**src/rtl/exu_alu_seq_if.sv**
```systemverilog
// rtl/exu_alu_seq_if.sv - operand/result handshake bundle for exu_alu_seq
`ifndef ISA_WIDTH
`define ISA_WIDTH 32
`endif
`ifndef ALU_FUNCT_WIDTH
`define ALU_FUNCT_WIDTH 4
`define NO_FUNCT     0
`define ADD          1
`define SUB          2
`define SHIFT_L_L    3
`define SHIFT_R_L    4
`define SHIFT_R_A    5
`define XOR          6
`define OR           7
`define AND          8
`define EQ           9
`define NEQ          10
`define LESS         11
`define GREATER_EQ   12
`define LESS_U       13
`define GREATER_EQ_U 14
`endif

interface exu_alu_seq_if #(parameter int DATA_W = `ISA_WIDTH);
    logic                        in_valid;
    logic                        in_ready;
    logic [DATA_W-1:0]           alu_a;
    logic [DATA_W-1:0]           alu_b;
    logic [`ALU_FUNCT_WIDTH-1:0] alu_funct;
    logic                        out_valid;
    logic                        out_ready;
    logic [DATA_W-1:0]           alu_result;
    logic                        busy;

    modport master (
        output in_valid, alu_a, alu_b, alu_funct, out_ready,
        input  in_ready, out_valid, alu_result, busy
    );

    modport slave (
        input  in_valid, alu_a, alu_b, alu_funct, out_ready,
        output in_ready, out_valid, alu_result, busy
    );
endinterface

```
**src/rtl/exu_alu_seq.sv**
```systemverilog
// rtl/exu_alu_seq.sv - execution-stage ALU, single-cycle ops plus 1-bit/cycle shifter
// Optional macro EXU_ALU_FAST_SHIFT_EN: barrel shifter, all ops complete in one cycle.
`ifndef ISA_WIDTH
`define ISA_WIDTH 32
`endif
`ifndef ALU_FUNCT_WIDTH
`define ALU_FUNCT_WIDTH 4
`define NO_FUNCT     0
`define ADD          1
`define SUB          2
`define SHIFT_L_L    3
`define SHIFT_R_L    4
`define SHIFT_R_A    5
`define XOR          6
`define OR           7
`define AND          8
`define EQ           9
`define NEQ          10
`define LESS         11
`define GREATER_EQ   12
`define LESS_U       13
`define GREATER_EQ_U 14
`endif

module exu_alu_seq #(
    parameter int DATA_W  = `ISA_WIDTH,
    parameter int SHAMT_W = 5
) (
    input logic          clk,
    input logic          rst,
    exu_alu_seq_if.slave bus
);
    typedef enum logic [1:0] {IDLE, SHIFT, DONE} state_t;

    state_t                      state, state_nx;
    logic [DATA_W-1:0]           result, result_nx;
    logic [DATA_W-1:0]           work, work_nx;
    logic [SHAMT_W-1:0]          cnt, cnt_nx;
    logic [`ALU_FUNCT_WIDTH-1:0] funct, funct_nx;
    logic [DATA_W-1:0]           op_res;
    logic [SHAMT_W-1:0]          amt;
    logic                        accept;
    logic                        is_shift;

    function automatic logic [DATA_W-1:0] shift1(input logic [DATA_W-1:0] v,
                                                 input logic [`ALU_FUNCT_WIDTH-1:0] f);
        case (f)
            `SHIFT_L_L: shift1 = {v[DATA_W-2:0], 1'b0};
            `SHIFT_R_L: shift1 = {1'b0, v[DATA_W-1:1]};
            default:    shift1 = {v[DATA_W-1], v[DATA_W-1:1]};
        endcase
    endfunction

    assign amt          = bus.alu_b[SHAMT_W-1:0];
    assign bus.in_ready = (state == IDLE) | ((state == DONE) & bus.out_ready);
    assign accept       = bus.in_valid & bus.in_ready;
    assign is_shift     = (bus.alu_funct == `SHIFT_L_L) | (bus.alu_funct == `SHIFT_R_L) |
                          (bus.alu_funct == `SHIFT_R_A);
    assign bus.out_valid  = (state == DONE);
    assign bus.alu_result = result;
`ifdef EXU_ALU_FAST_SHIFT_EN
    assign bus.busy = 1'b0;
`else
    assign bus.busy = (state == SHIFT);
`endif

    always_comb begin
        op_res = '0;
        case (bus.alu_funct)
            `ADD:          op_res = bus.alu_a + bus.alu_b;
            `SUB:          op_res = bus.alu_a - bus.alu_b;
            `XOR:          op_res = bus.alu_a ^ bus.alu_b;
            `OR:           op_res = bus.alu_a | bus.alu_b;
            `AND:          op_res = bus.alu_a & bus.alu_b;
            `EQ:           op_res = {{(DATA_W-1){1'b0}}, bus.alu_a == bus.alu_b};
            `NEQ:          op_res = {{(DATA_W-1){1'b0}}, bus.alu_a != bus.alu_b};
            `LESS:         op_res = {{(DATA_W-1){1'b0}}, $signed(bus.alu_a) < $signed(bus.alu_b)};
            `GREATER_EQ:   op_res = {{(DATA_W-1){1'b0}}, $signed(bus.alu_a) >= $signed(bus.alu_b)};
            `LESS_U:       op_res = {{(DATA_W-1){1'b0}}, bus.alu_a < bus.alu_b};
            `GREATER_EQ_U: op_res = {{(DATA_W-1){1'b0}}, bus.alu_a >= bus.alu_b};
`ifdef EXU_ALU_FAST_SHIFT_EN
            `SHIFT_L_L:    op_res = bus.alu_a << amt;
            `SHIFT_R_L:    op_res = bus.alu_a >> amt;
            `SHIFT_R_A:    op_res = DATA_W'($signed(bus.alu_a) >>> amt);
`endif
            default:       op_res = '0;
        endcase
    end

    // The first shift step is applied on the accept edge so a shift by N shows out_valid N cycles later.
    always_comb begin
        state_nx  = state;
        result_nx = result;
        work_nx   = work;
        cnt_nx    = cnt;
        funct_nx  = funct;
        case (state)
            IDLE, DONE: begin
                if (state == DONE && bus.out_ready) begin
                    state_nx = IDLE;
                end
                if (accept) begin
                    funct_nx = bus.alu_funct;
                    state_nx = DONE;
`ifdef EXU_ALU_FAST_SHIFT_EN
                    result_nx = op_res;
`else
                    if (is_shift && amt > SHAMT_W'(1)) begin
                        work_nx  = shift1(bus.alu_a, bus.alu_funct);
                        cnt_nx   = amt - SHAMT_W'(1);
                        state_nx = SHIFT;
                    end else if (is_shift) begin
                        result_nx = (amt == '0) ? bus.alu_a : shift1(bus.alu_a, bus.alu_funct);
                    end else begin
                        result_nx = op_res;
                    end
`endif
                end
            end
            SHIFT: begin
                work_nx = shift1(work, funct);
                cnt_nx  = cnt - SHAMT_W'(1);
                if (cnt == SHAMT_W'(1)) begin
                    result_nx = work_nx;
                    state_nx  = DONE;
                end
            end
            default: state_nx = IDLE;
        endcase
    end

    always_ff @(posedge clk) begin
        if (rst) begin
            state  <= IDLE;
            result <= '0;
            work   <= '0;
            cnt    <= '0;
            funct  <= '0;
        end else begin
            state  <= state_nx;
            result <= result_nx;
            work   <= work_nx;
            cnt    <= cnt_nx;
            funct  <= funct_nx;
        end
    end
endmodule

```
**src/flat_wrapper.sv**
```systemverilog
// flat-port wrapper written by rule: the top's interface ports become plain ports
module exu_alu_seq_flat 
#(
    parameter int DATA_W  = `ISA_WIDTH,
    parameter int SHAMT_W = 5
)
  (clk, rst, bus_in_valid, bus_alu_a, bus_alu_b, bus_alu_funct, bus_out_ready, bus_in_ready, bus_out_valid, bus_alu_result, bus_busy);
  exu_alu_seq_if #(.DATA_W(DATA_W)) bus_i ();
  input logic clk;
  input logic rst;
  input wire logic [$bits(bus_i.in_valid)-1:0] bus_in_valid;
  input wire logic [$bits(bus_i.alu_a)-1:0] bus_alu_a;
  input wire logic [$bits(bus_i.alu_b)-1:0] bus_alu_b;
  input wire logic [$bits(bus_i.alu_funct)-1:0] bus_alu_funct;
  input wire logic [$bits(bus_i.out_ready)-1:0] bus_out_ready;
  output wire logic [$bits(bus_i.in_ready)-1:0] bus_in_ready;
  output wire logic [$bits(bus_i.out_valid)-1:0] bus_out_valid;
  output wire logic [$bits(bus_i.alu_result)-1:0] bus_alu_result;
  output wire logic [$bits(bus_i.busy)-1:0] bus_busy;
  assign bus_i.in_valid = bus_in_valid;
  assign bus_i.alu_a = bus_alu_a;
  assign bus_i.alu_b = bus_alu_b;
  assign bus_i.alu_funct = bus_alu_funct;
  assign bus_i.out_ready = bus_out_ready;
  assign bus_in_ready = bus_i.in_ready;
  assign bus_out_valid = bus_i.out_valid;
  assign bus_alu_result = bus_i.alu_result;
  assign bus_busy = bus_i.busy;
  exu_alu_seq #(.DATA_W(DATA_W), .SHAMT_W(SHAMT_W)) u_core (.clk(clk), .rst(rst), .bus(bus_i));
endmodule
```
**config.mk**
```make
export PLATFORM = sky130hd
export DESIGN_NAME = exu_alu_seq_flat
export DESIGN_NICKNAME = d
export VERILOG_FILES = /design/src/rtl/exu_alu_seq_if.sv /design/src/rtl/exu_alu_seq.sv /design/src/flat_wrapper.sv
export SDC_FILE = /design/constraint.sdc
export NUM_CORES = 1
export LEC_CHECK = 0
export BUFFER_PORTS_ARGS = -buffer_cell sky130_fd_sc_hd__buf_2
export CELL_PAD_IN_SITES_DETAIL_PLACEMENT = 1
export CELL_PAD_IN_SITES_GLOBAL_PLACEMENT = 2
export CORE_MARGIN = 2
export CORE_UTILIZATION = 31
export CTS_CLUSTER_DIAMETER = 200
export DETAILED_ROUTE_END_ITERATION = 8
export PLACE_DENSITY_LB_ADDON = 0.1
export SLEW_MARGIN = 5
export SYNTH_ARGS = -nofsm -noshare
export SYNTH_HDL_FRONTEND = slang
export SYNTH_SLANG_ARGS = --single-unit
export TNS_END_PERCENT = 1
```
**constraint.sdc**
```tcl
create_clock -name clk -period 6.5 [get_ports clk]
set_input_delay 0 -clock clk [delete_from_list [all_inputs] [get_ports clk]]
set_output_delay 0 -clock clk [all_outputs]
set_load 0.02 [all_outputs]
```
==> results.sh, run 1 <==
export IMPL_area_delta_synth_final_pct=11.6
export IMPL_cts_repair_resized=0
export IMPL_synth_seq_cells=75
export IMPL_core_area_sq_mm=0.0303
export IMPL_r2r_end="u_core.bus.alu_result[25]"
export IMPL_grt_max_degree=66
export IMPL_avgSynthCellArea_sq_um=6.76
export IMPL_yosysTopAreaCell="dfxtp_1"
export IMPL_layout_drive_gt1_share=0.133
export IMPL_dp_cells=1819
export IMPL_hold_class="in -> reg"
export IMPL_crit_start="bus_alu_funct[2]"
export IMPL_cp_arrival_ps=3730
export IMPL_p_leak_nw=4.48
export IMPL_worst_pin_slew_ps=875
export IMPL_synth_cell_types=91
export IMPL_setup_tns_final_ps=0
export IMPL_grt_pass1_wl_um=66000
export IMPL_drtIter0Drc=502
export IMPL_nets=1609
export IMPL_synth_yosys_warnings=0
export IMPL_holdCritStartpoint="bus_alu_funct[0]"
export IMPL_min_period_ps=3480
export IMPL_instances_no_fill=1837
export IMPL_yosysMostFrequentCell="a21oi_1"
export IMPL_ff2ff_path_depth=8
export IMPL_cpMaxStageDelayCell="a21o_1"
export IMPL_die_w_um=179
export IMPL_die_area_sq_mm=0.0320
export IMPL_synth_seq_area_share=0.158
export IMPL_worstHoldPathCells=3
export IMPL_hold_viol=0
export IMPL_final_area_sq_mm=0.0106
export IMPL_dr_pass1_iters=5
export IMPL_cap_viol_max_count=0
export IMPL_end_kind="flop"
export IMPL_grt_pass1_vias=10900
export IMPL_tritoncts="done"
export IMPL_synth_top_area_share=0.158
export IMPL_synth_edf_count=0
export IMPL_setup_worst_path_class="in -> reg"
export IMPL_critPathRequiredTime_ps=6750
export IMPL_status="completed"
export IMPL_crit_path_start_kind="primary input"
export IMPL_antenna_left=0
export IMPL_synth_async_sr_flop_share=0
export IMPL_synth_commonest_cells="a21oi_1 (177), nor2_1 (159), nand2_1 (143)"
export IMPL_grt_overflow_total=0
export IMPL_initial_utilization=0.313
export IMPL_slew_headroom=0.417
export IMPL_worst_slack_ps=3020
export IMPL_clockBufferDepth=2
export IMPL_ios=107
export IMPL_drt_drc_violations_left=0
export IMPL_dpl_hpwl_um=33000
export IMPL_place_ws_ps=2650
export IMPL_busiest_layer="met2"
export IMPL_dpl_cell_area_sq_mm=0.0103
export IMPL_skew_ps=9.17
export IMPL_min_to="u_core.funct[0]"
export IMPL_setup_violations=0
export IMPL_period_share=0.535
export IMPL_avgViaCountPerCell=5.84
export IMPL_synthTopCellsByArea="dfxtp_1 (16%), ha_1 (13%), a21oi_1 (9.3%)"
export IMPL_fmax_mhz=287
export IMPL_port_buffers=106
export IMPL_use_met2=0.489
export IMPL_r2r_start="u_core.cnt[0]"
export IMPL_drv_slew=0
export IMPL_cts_made_buffers=9
export IMPL_use_met1=0.336
export IMPL_fillerInstances=3908
export IMPL_grt_use_met3=0.0293
export IMPL_path_clk_slew_ps=70
export IMPL_dr_total_vias=10700
export IMPL_path_cells="buf_2, nand2b_1, or2_1, a21o_1, a41oi_1, nand2b_1, o21a_2, buf_4, a2111oi_0, o2111a_1, a2111oi_2"
export IMPL_cts_root_buffer="clkbuf_16"
export IMPL_r2r_setup_slack_ps=3350
export IMPL_syn_area_sq_mm=0.00949
export IMPL_antenna_found_initial=1
export IMPL_clock_latency_ps=350
export IMPL_power_density_mw_per_mm2=173
export IMPL_gp_congestion=0.897
export IMPL_clock_sinks=75
export IMPL_cp_slowest_stage_delay_ps=490
export IMPL_cp_max_fo=31
export IMPL_die_height_um=179
export IMPL_rsz0062_at_grt="no"
export IMPL_num_rows=64
export IMPL_crit_top_cell="nand2b_1"
export IMPL_grt_use_total=0.271
export IMPL_syn_inst=1403
export IMPL_synth_fp_nets=1577
export IMPL_htreeDepth=3
export IMPL_routed_wl_um=43500
export IMPL_wire_per_inst_um=23.7
export IMPL_ys_flop_type="dfxtp_1"
export IMPL_peakVddDrop_mv=0.121
## stage by stage
stage / util / hold WS [ps] / power (mW)
after floorplan: - / 175 / 1.01
after global placement: 0.338 / 273 / 1.27
after detailed placement: 0.338 / 284 / 1.27
after CTS: 0.349 / 131 / 1.84
after global routing: 0.349 / 185 / 1.94
final: 0.349 / 138 / 1.83
## kinds of logic after synthesis
kind of cell	after synthesis	share of synthesized area
mux	11	0.0117
xor+xnor	15	0.0138
compound gates	543	0.379
flops	75	0.158
fa+ha+maj	102	0.136
buf+inv	216	0.0924
simple gates	441	0.209
## report_power, final
group | leakage (nW) | switching [mW] | internal [mW]
Sequential | 0.613 | 0.0293 | 0.495
Combinational | 3.71 | 0.493 | 0.249
Clock | 0.153 | 0.225 | 0.338
## cell usage in the layout (no fill, tap or decap), drive strengths merged, types with 23 or more instances in the layout
| cell | instances |
|---|---|
| a21oi | 178 |
| dfxtp | 75 |
| nand2 | 144 |
| o21ai | 105 |
| ha | 100 |
| o211ai | 24 |
| buf | 128 |
| nand3 | 25 |
| inv | 108 |
| a211oi | 31 |
| nor2 | 160 |
| nor3 | 24 |
| a221oi | 23 |
## how the worst max path moves through the flow
stage,cells past startpoint,endpoint,slack (ps)
finish,11,u_core.bus.alu_result[29],3020
global route,12,u_core.bus.alu_result[25],2640
CTS,11,u_core.bus.alu_result[29],3030
detailed placement,12,u_core.bus.alu_result[25],2650
global placement,12,u_core.bus.alu_result[25],2750
floorplan,14,u_core.bus.alu_result[0],3990
## registers in the layout, indices dropped and copies added (netlist names)
signal	count
u_core.bus.alu_result	32
u_core.work	32
u_core.cnt	5
u_core.funct	4
u_core.state	2
## worst max-delay path, delay by kind of cell
kind                   cells  cell delay, ps
AND/OR/NAND/NOR            3             850
buffers and inverters      2             720
AO/OA/AOI/OAI              6            2120
## routing by layer
layer  wire length [um]  share of wire
met1              19300           0.44
met2              21600           0.50
met3               1400          0.032
met4               1150          0.027
met5                  0              0
## what timing repair did
item                                   4_1_cts  5_1_grt
endpoints found under the hold margin        1        0
hold buffers                                 1        0
setup buffers                                0        0
## layout make-up
class / count / area, sq um / area share
clock inverter: 6 / 90.1 / 0.00851
sequential: 75 / 1500 / 0.142
tap: 396 / 495 / 0.0468
antenna: 1 / 2.50 / 0.000236
timing repair buffer: 129 / 706 / 0.0667
inverter: 108 / 405 / 0.0383
multi-input combinational: 1112 / 7160 / 0.676
clock buffer: 10 / 229 / 0.0216
No activity file was read; power rests on OpenSTA's default activity.
==> inputs of run 2 (changes only) <==
- clock period: 6.5 -> 3.5 ns (I/O delays scaled with it)
==> run 2 against run 1 <==
  * Die area unchanged
  * Non-clock buffer count increased by 52
  * Register-to-register slack got worse by 2700 ps
  * Global-route usage increased by 1.8 points
  * Critical endpoint is now u_core.bus.alu_result[23]
  * Via count increased by 4.4%
  * Worst setup slack got worse by 2700 ps
  * Clock power increased by 58%
  * Clock skew increased by 6.2 ps
==> results.sh, run 2 (synthesis results as in run 1) <==
export IMPL_use_met2=0.495
export IMPL_min_period_ps=3220
export IMPL_grt_use_met3=0.0352
export IMPL_fin_util=0.362
export IMPL_cap_viol_max_count=0
export IMPL_ff2ff_path_depth=8
export IMPL_dr_pass1_iters=5
export IMPL_wire_per_inst_um=24.4
export IMPL_dr_total_vias=11200
export IMPL_drv_slew=0
export IMPL_dpl_cell_area_sq_mm=0.0107
export IMPL_hold_class="in -> reg"
export IMPL_clock_latency_ps=370
export IMPL_cts_root_buffer="clkbuf_16"
export IMPL_layout_drive_gt1_share=0.162
export IMPL_p_comb_frac=0.440
export IMPL_end_kind="flop"
export IMPL_cpMaxStageDelayCell="a2111oi_1"
export IMPL_cts_made_buffers=9
export IMPL_status="completed"
export IMPL_critPathBufInv=2
export IMPL_r2r_setup_slack_ps=660
export IMPL_num_rows=64
export IMPL_p_int_mw=1.92
export IMPL_core_area_sq_mm=0.0303
export IMPL_crit_top_cell="nor2_1"
export IMPL_dp_cells=1871
export IMPL_post_cts_buffers=0
export IMPL_port_buffers=106
export IMPL_ios=107
export IMPL_die_w_um=179
export IMPL_antenna_left=0
export IMPL_grt_pass1_wl_um=69400
export IMPL_instances_no_fill=1886
export IMPL_htreeDepth=3
export IMPL_gp_congestion=0.905
export IMPL_place_ws_ps=-212
export IMPL_tritoncts="done"
export IMPL_avgViaCountPerCell=5.93
export IMPL_rsz0062_at_grt="no"
export IMPL_die_height_um=179
export IMPL_pwr_share_seq=0.293
export IMPL_final_area_sq_mm=0.0110
export IMPL_use_met1=0.363
export IMPL_crit_cells=13
export IMPL_skew_ps=15.4
export IMPL_mostFrequentLayoutCell="a21oi_1"
export IMPL_period_share=0.919
export IMPL_cp_slowest_stage_delay_ps=690
export IMPL_grt_pass1_vias=11300
export IMPL_clock_sinks=75
export IMPL_swShare=0.423
export IMPL_clockBufferDepth=2
export IMPL_nets=1661
export IMPL_clockPowerShare=0.267
export IMPL_worst_slack_ps=282
export IMPL_p_switching_mw=1.41
export IMPL_final_cell_mix="a21oi_1 (176), nor2_1 (159), nand2_1 (142)"
export IMPL_cp_top_family="compound AO/OA/AOI/OAI gates"
export IMPL_antenna_found_initial=1
export IMPL_setup_tns_final_ps=0
export IMPL_slew_headroom=0.441
export IMPL_whs_ps=55.9
export IMPL_crit_start="bus_alu_b[3]"
export IMPL_cp_max_fo=7
export IMPL_power_total_mw=3.33
export IMPL_crit_path_start_kind="primary input"
export IMPL_power_density_mw_per_mm2=303
export IMPL_p_leak_nw=4.73
export IMPL_routed_wl_um=46000
export IMPL_peakVddDrop_mv=0.206
export IMPL_initial_utilization=0.313
export IMPL_fmax_mhz=311
export IMPL_setup_worst_path_class="in -> reg"
export IMPL_path_clk_slew_ps=60
export IMPL_die_area_sq_mm=0.0320
export IMPL_hold_viol=0
export IMPL_dpl_hpwl_um=35600
export IMPL_drtIter0Drc=775
export IMPL_grt_max_degree=65
export IMPL_critPathRequiredTime_ps=3700
export IMPL_r2r_start="u_core.cnt[0]"
export IMPL_grt_use_total=0.289
export IMPL_cp_arrival_ps=3410
export IMPL_r2r_end="u_core.bus.alu_result[30]"
export IMPL_busiest_layer="met2"
export IMPL_area_delta_synth_final_pct=15.8
export IMPL_grt_overflow_total=0
export IMPL_setup_violations=0
export IMPL_drt_drc_violations_left=0
export IMPL_worst_pin_slew_ps=838
export IMPL_path_cells="buf_2, inv_1, ha_1, nor2_1, o311ai_2, a31oi_2, a211oi_2, or2_4, o21ai_2, nor2_1, a221o_1, a2111oi_1, a2111oi_0"
export IMPL_endpoint="u_core.bus.alu_result[23]"
run 2: changes by cell type in the layout (fill, tap and decap cells not counted), moves of 2 or more:
cell and change:
buf_12 +6, buf_4 +46, bufinv_16 -2, clkinv_4 -2
run 2: power by group through the flow:
stage / clock network [mW] / logic [mW] / registers, mW
4_1_cts: 0.918 / 1.46 / 0.975
3_3_place_gp: 0 / 1.44 / 0.994
2_1_floorplan: 0 / 0.869 / 1.01
6_report: 0.888 / 1.47 / 0.975
3_5_place_dp: 0 / 1.45 / 0.994
5_1_grt: 0.944 / 1.61 / 0.982
run 2: per-layer routing:
| metal | share of wire | vias to the layer above |
|---|---|---|
| met5 | 0 | - |
| met4 | 0.046 | 0 |
| met3 | 0.036 | 94 |
| met2 | 0.48 | 294 |
| met1 | 0.44 | 5542 |
| li1 | - | 5260 |
run 2: layout make-up:
| type | count | area [sq um] |
|---|---|---|
| Clock buffer | 10 | 239 |
| Multi-Input combinational cell | 1112 | 7160 |
| Tap cell | 396 | 495 |
| Timing Repair Buffer | 181 | 1170 |
| Fill cell | 3919 | 19400 |
| Inverter | 108 | 405 |
| Antenna cell | 1 | 2.50 |
| Sequential cell | 75 | 1500 |
| Clock inverter | 3 | 17.5 |
run 2: worst register-to-register path: stages (launching register included):
cell	delay, ps
dfxtp_1	390
ha_1	170
or4b_2	640
o21a_2	330
buf_4	270
a221oi_1	490
nand2_1	110
a211o_1	230
o211a_1	100
run 2: what timing repair did:
action	in CTS	in global routing
resized for setup	0	1
endpoints found under the setup margin	0	1
hold buffers	1	0
endpoints found under the hold margin	1	0
run 2: worst min path at each step:
stage | startpoint | to | slack [ps] | cells past startpoint
2_1_floorplan | bus_out_ready | u_core.state[1] | 170 | 3
3_3_place_gp | bus_out_ready | u_core.state[1] | 270 | 4
3_5_place_dp | bus_out_ready | u_core.state[1] | 280 | 4
4_1_cts | bus_alu_funct[0] | u_core.funct[0] | 40 | 3
5_1_grt | bus_alu_funct[1] | u_core.funct[1] | 90 | 3
6_report | bus_alu_funct[0] | u_core.funct[0] | 60 | 3
==> inputs of run 3 (changes only) <==
==> constraint.sdc (replaced) <==
create_clock -name clk -period 3.5 [get_ports clk]
set_input_delay 0.35 -clock clk [delete_from_list [all_inputs] [get_ports clk]]
set_output_delay 0.35 -clock clk [all_outputs]
set_load 0.02 [all_outputs]
==> run 3 against run 2 <==
  * Critical endpoint is now u_core.bus.alu_result[28]
  * Die area unchanged
  * Via count down 0.43%
  * Largest cell class unchanged
  * Flip-flop and latch count unchanged
  * Combinational power up 3%
  * Register-to-register slack worse by 110 ps
  * Sequential power about the same
  * Maximum frequency about the same
  * Critical path depth up 2
  * Highest routed layer unchanged
==> results.sh, run 3 (synthesis results as in run 1) <==
export IMPL_die_height_um=179
export IMPL_final_cell_mix="a21oi_1 (176), nor2_1 (159), nand2_1 (142)"
export IMPL_wire_per_inst_um=23.6
export IMPL_end_kind="flop"
export IMPL_port_buffers=106
export IMPL_status="completed"
export IMPL_cp_slowest_stage_delay_ps=480
export IMPL_crit_path_start_kind="primary input"
export IMPL_hold_viol=0
export IMPL_cts_made_buffers=9
export IMPL_grt_pass1_wl_um=69500
export IMPL_ios=107
export IMPL_setup_tns_final_ps=0
export IMPL_p_leak_nw=4.91
export IMPL_htreeDepth=3
export IMPL_die_w_um=179
export IMPL_dr_total_vias=11100
export IMPL_routed_wl_um=45300
export IMPL_critPathRequiredTime_ps=3700
export IMPL_place_ws_ps=-87.0
export IMPL_rsz0062_at_grt="no"
export IMPL_grt_pass1_vias=11600
export IMPL_path_clk_slew_ps=60
export IMPL_clock_sinks=75
export IMPL_mostFrequentLayoutCell="a21oi_1"
export IMPL_antenna_left=0
export IMPL_grt_use_total=0.287
export IMPL_post_cts_buffers=0
export IMPL_peakVddDrop_mv=0.212
export IMPL_core_area_sq_mm=0.0303
export IMPL_grt_overflow_total=0
export IMPL_period_share=0.920
export IMPL_setup_violations=0
export IMPL_antenna_found_initial=1
export IMPL_met2RoutedLength_um=21900
export IMPL_initial_utilization=0.313
export IMPL_min_period_ps=3220
export IMPL_tritoncts="done"
export IMPL_die_area_sq_mm=0.0320
export IMPL_slew_headroom=0.447
export IMPL_fillerInstances=3918
export IMPL_highest_layer="met4"
export IMPL_wl_met1_um=20000
export IMPL_nets=1695
export IMPL_grt_max_degree=65
export IMPL_worst_pin_slew_ps=809
export IMPL_area_delta_synth_final_pct=18.5
export IMPL_dr_pass1_iters=5
export IMPL_dpl_hpwl_um=35700
export IMPL_cts_root_buffer="clkbuf_16"
export IMPL_skew_ps=6.07
export IMPL_num_rows=64
export IMPL_fmax_mhz=311
export IMPL_avgViaCountPerCell=5.80
export IMPL_path_cells="buf_2, inv_1, ha_1, nand3_1, a21oi_1, o311ai_2, buf_4, a311oi_2, o31ai_1, buf_4, o31a_1, o31ai_1, o211ai_1, o211ai_1, a211oi_1"
export IMPL_cp_max_fo=8
export IMPL_hold_class="in -> reg"
export IMPL_drtIter0Drc=742
export IMPL_clockBufferDepth=2
export IMPL_worst_slack_ps=280
export IMPL_cap_viol_max_count=0
export IMPL_gp_congestion=0.883
export IMPL_dr_wl_met3_um=1590
export IMPL_power_density_mw_per_mm2=304
export IMPL_cp_arrival_ps=3420
export IMPL_setup_worst_path_class="in -> reg"
export IMPL_cts_repair_resized=0
export IMPL_cpMaxStageDelayCell="ha_1"
export IMPL_drt_drc_violations_left=0
export IMPL_layout_drive_gt1_share=0.180
export IMPL_ctsHoldBuffers=0
export IMPL_drv_slew=0
export IMPL_clock_latency_ps=350
==> run 3: cell count changes in the layout (fill, tap and decap cells not counted), sizes merged <==
cell	before	now
clkbuf	10	12
buf	180	215
clkinvlp	1	0
dlygate4sd3	1	0
bufinv	0	1
==> run 3: final timing paths <==
check	start	end	slack, ps	cells past startpoint
setup / recovery	bus_alu_a[2]	u_core.bus.alu_result[28]	280	15
setup reg to reg	u_core.cnt[0]	u_core.bus.alu_result[29]	550	8
hold / removal	bus_out_ready	u_core.state[1]	260	4
hold reg to reg	u_core.bus.alu_result[1]	u_core.bus.alu_result[1]	450	2
==> run 3: worst max-delay path: cells and delay by family <==
| kind | cells | cell delay [ps] |
|---|---|---|
| AOI/OAI and AO/OA | 9 | 1870 |
| adders and majority gates | 1 | 480 |
| buffers and inverters | 4 | 550 |
| and+or+nand+nor | 1 | 140 |
==> run 3: through the flow <==
step	hold WS [ps]	power [mW]	std cells	util	area [sq um]
2_1_floorplan	467	1.88	1403	-	9490
3_3_place_gp	440	2.48	1906	0.361	11000
3_5_place_dp	447	2.49	1906	0.361	11000
4_1_cts	260	3.45	1921	0.371	11200
5_1_grt	297	3.63	1922	0.371	11200
6_report	259	3.42	1922	0.371	11200
==> run 3: area by class of cell <==
| type | instances | area [sq um] | share of cell area |
|---|---|---|---|
| antenna | 1 | 2.50 | 0.000222 |
| clock buffer | 12 | 236 | 0.0210 |
| clock inverter | 3 | 40.0 | 0.00356 |
| inverter | 108 | 405 | 0.0360 |
| multi-input combinational | 1112 | 7160 | 0.636 |
| sequential | 75 | 1500 | 0.133 |
| tap | 396 | 495 | 0.0440 |
| timing repair buffer | 215 | 1410 | 0.125 |
==> run 3: metal layers <==
metal | vias up | track usage
li1 | 5318 | -
met1 | 5511 | 0.359
met2 | 244 | 0.500
met3 | 69 | 0.0329
met4 | 0 | 0.114
met5 | - | 0
==> run 3: report_power, final <==
part | switching, mW | internal, mW
sequential | 0.0558 | 0.920
combinational | 0.950 | 0.557
clock | 0.394 | 0.547
total | 1.40 | 2.02
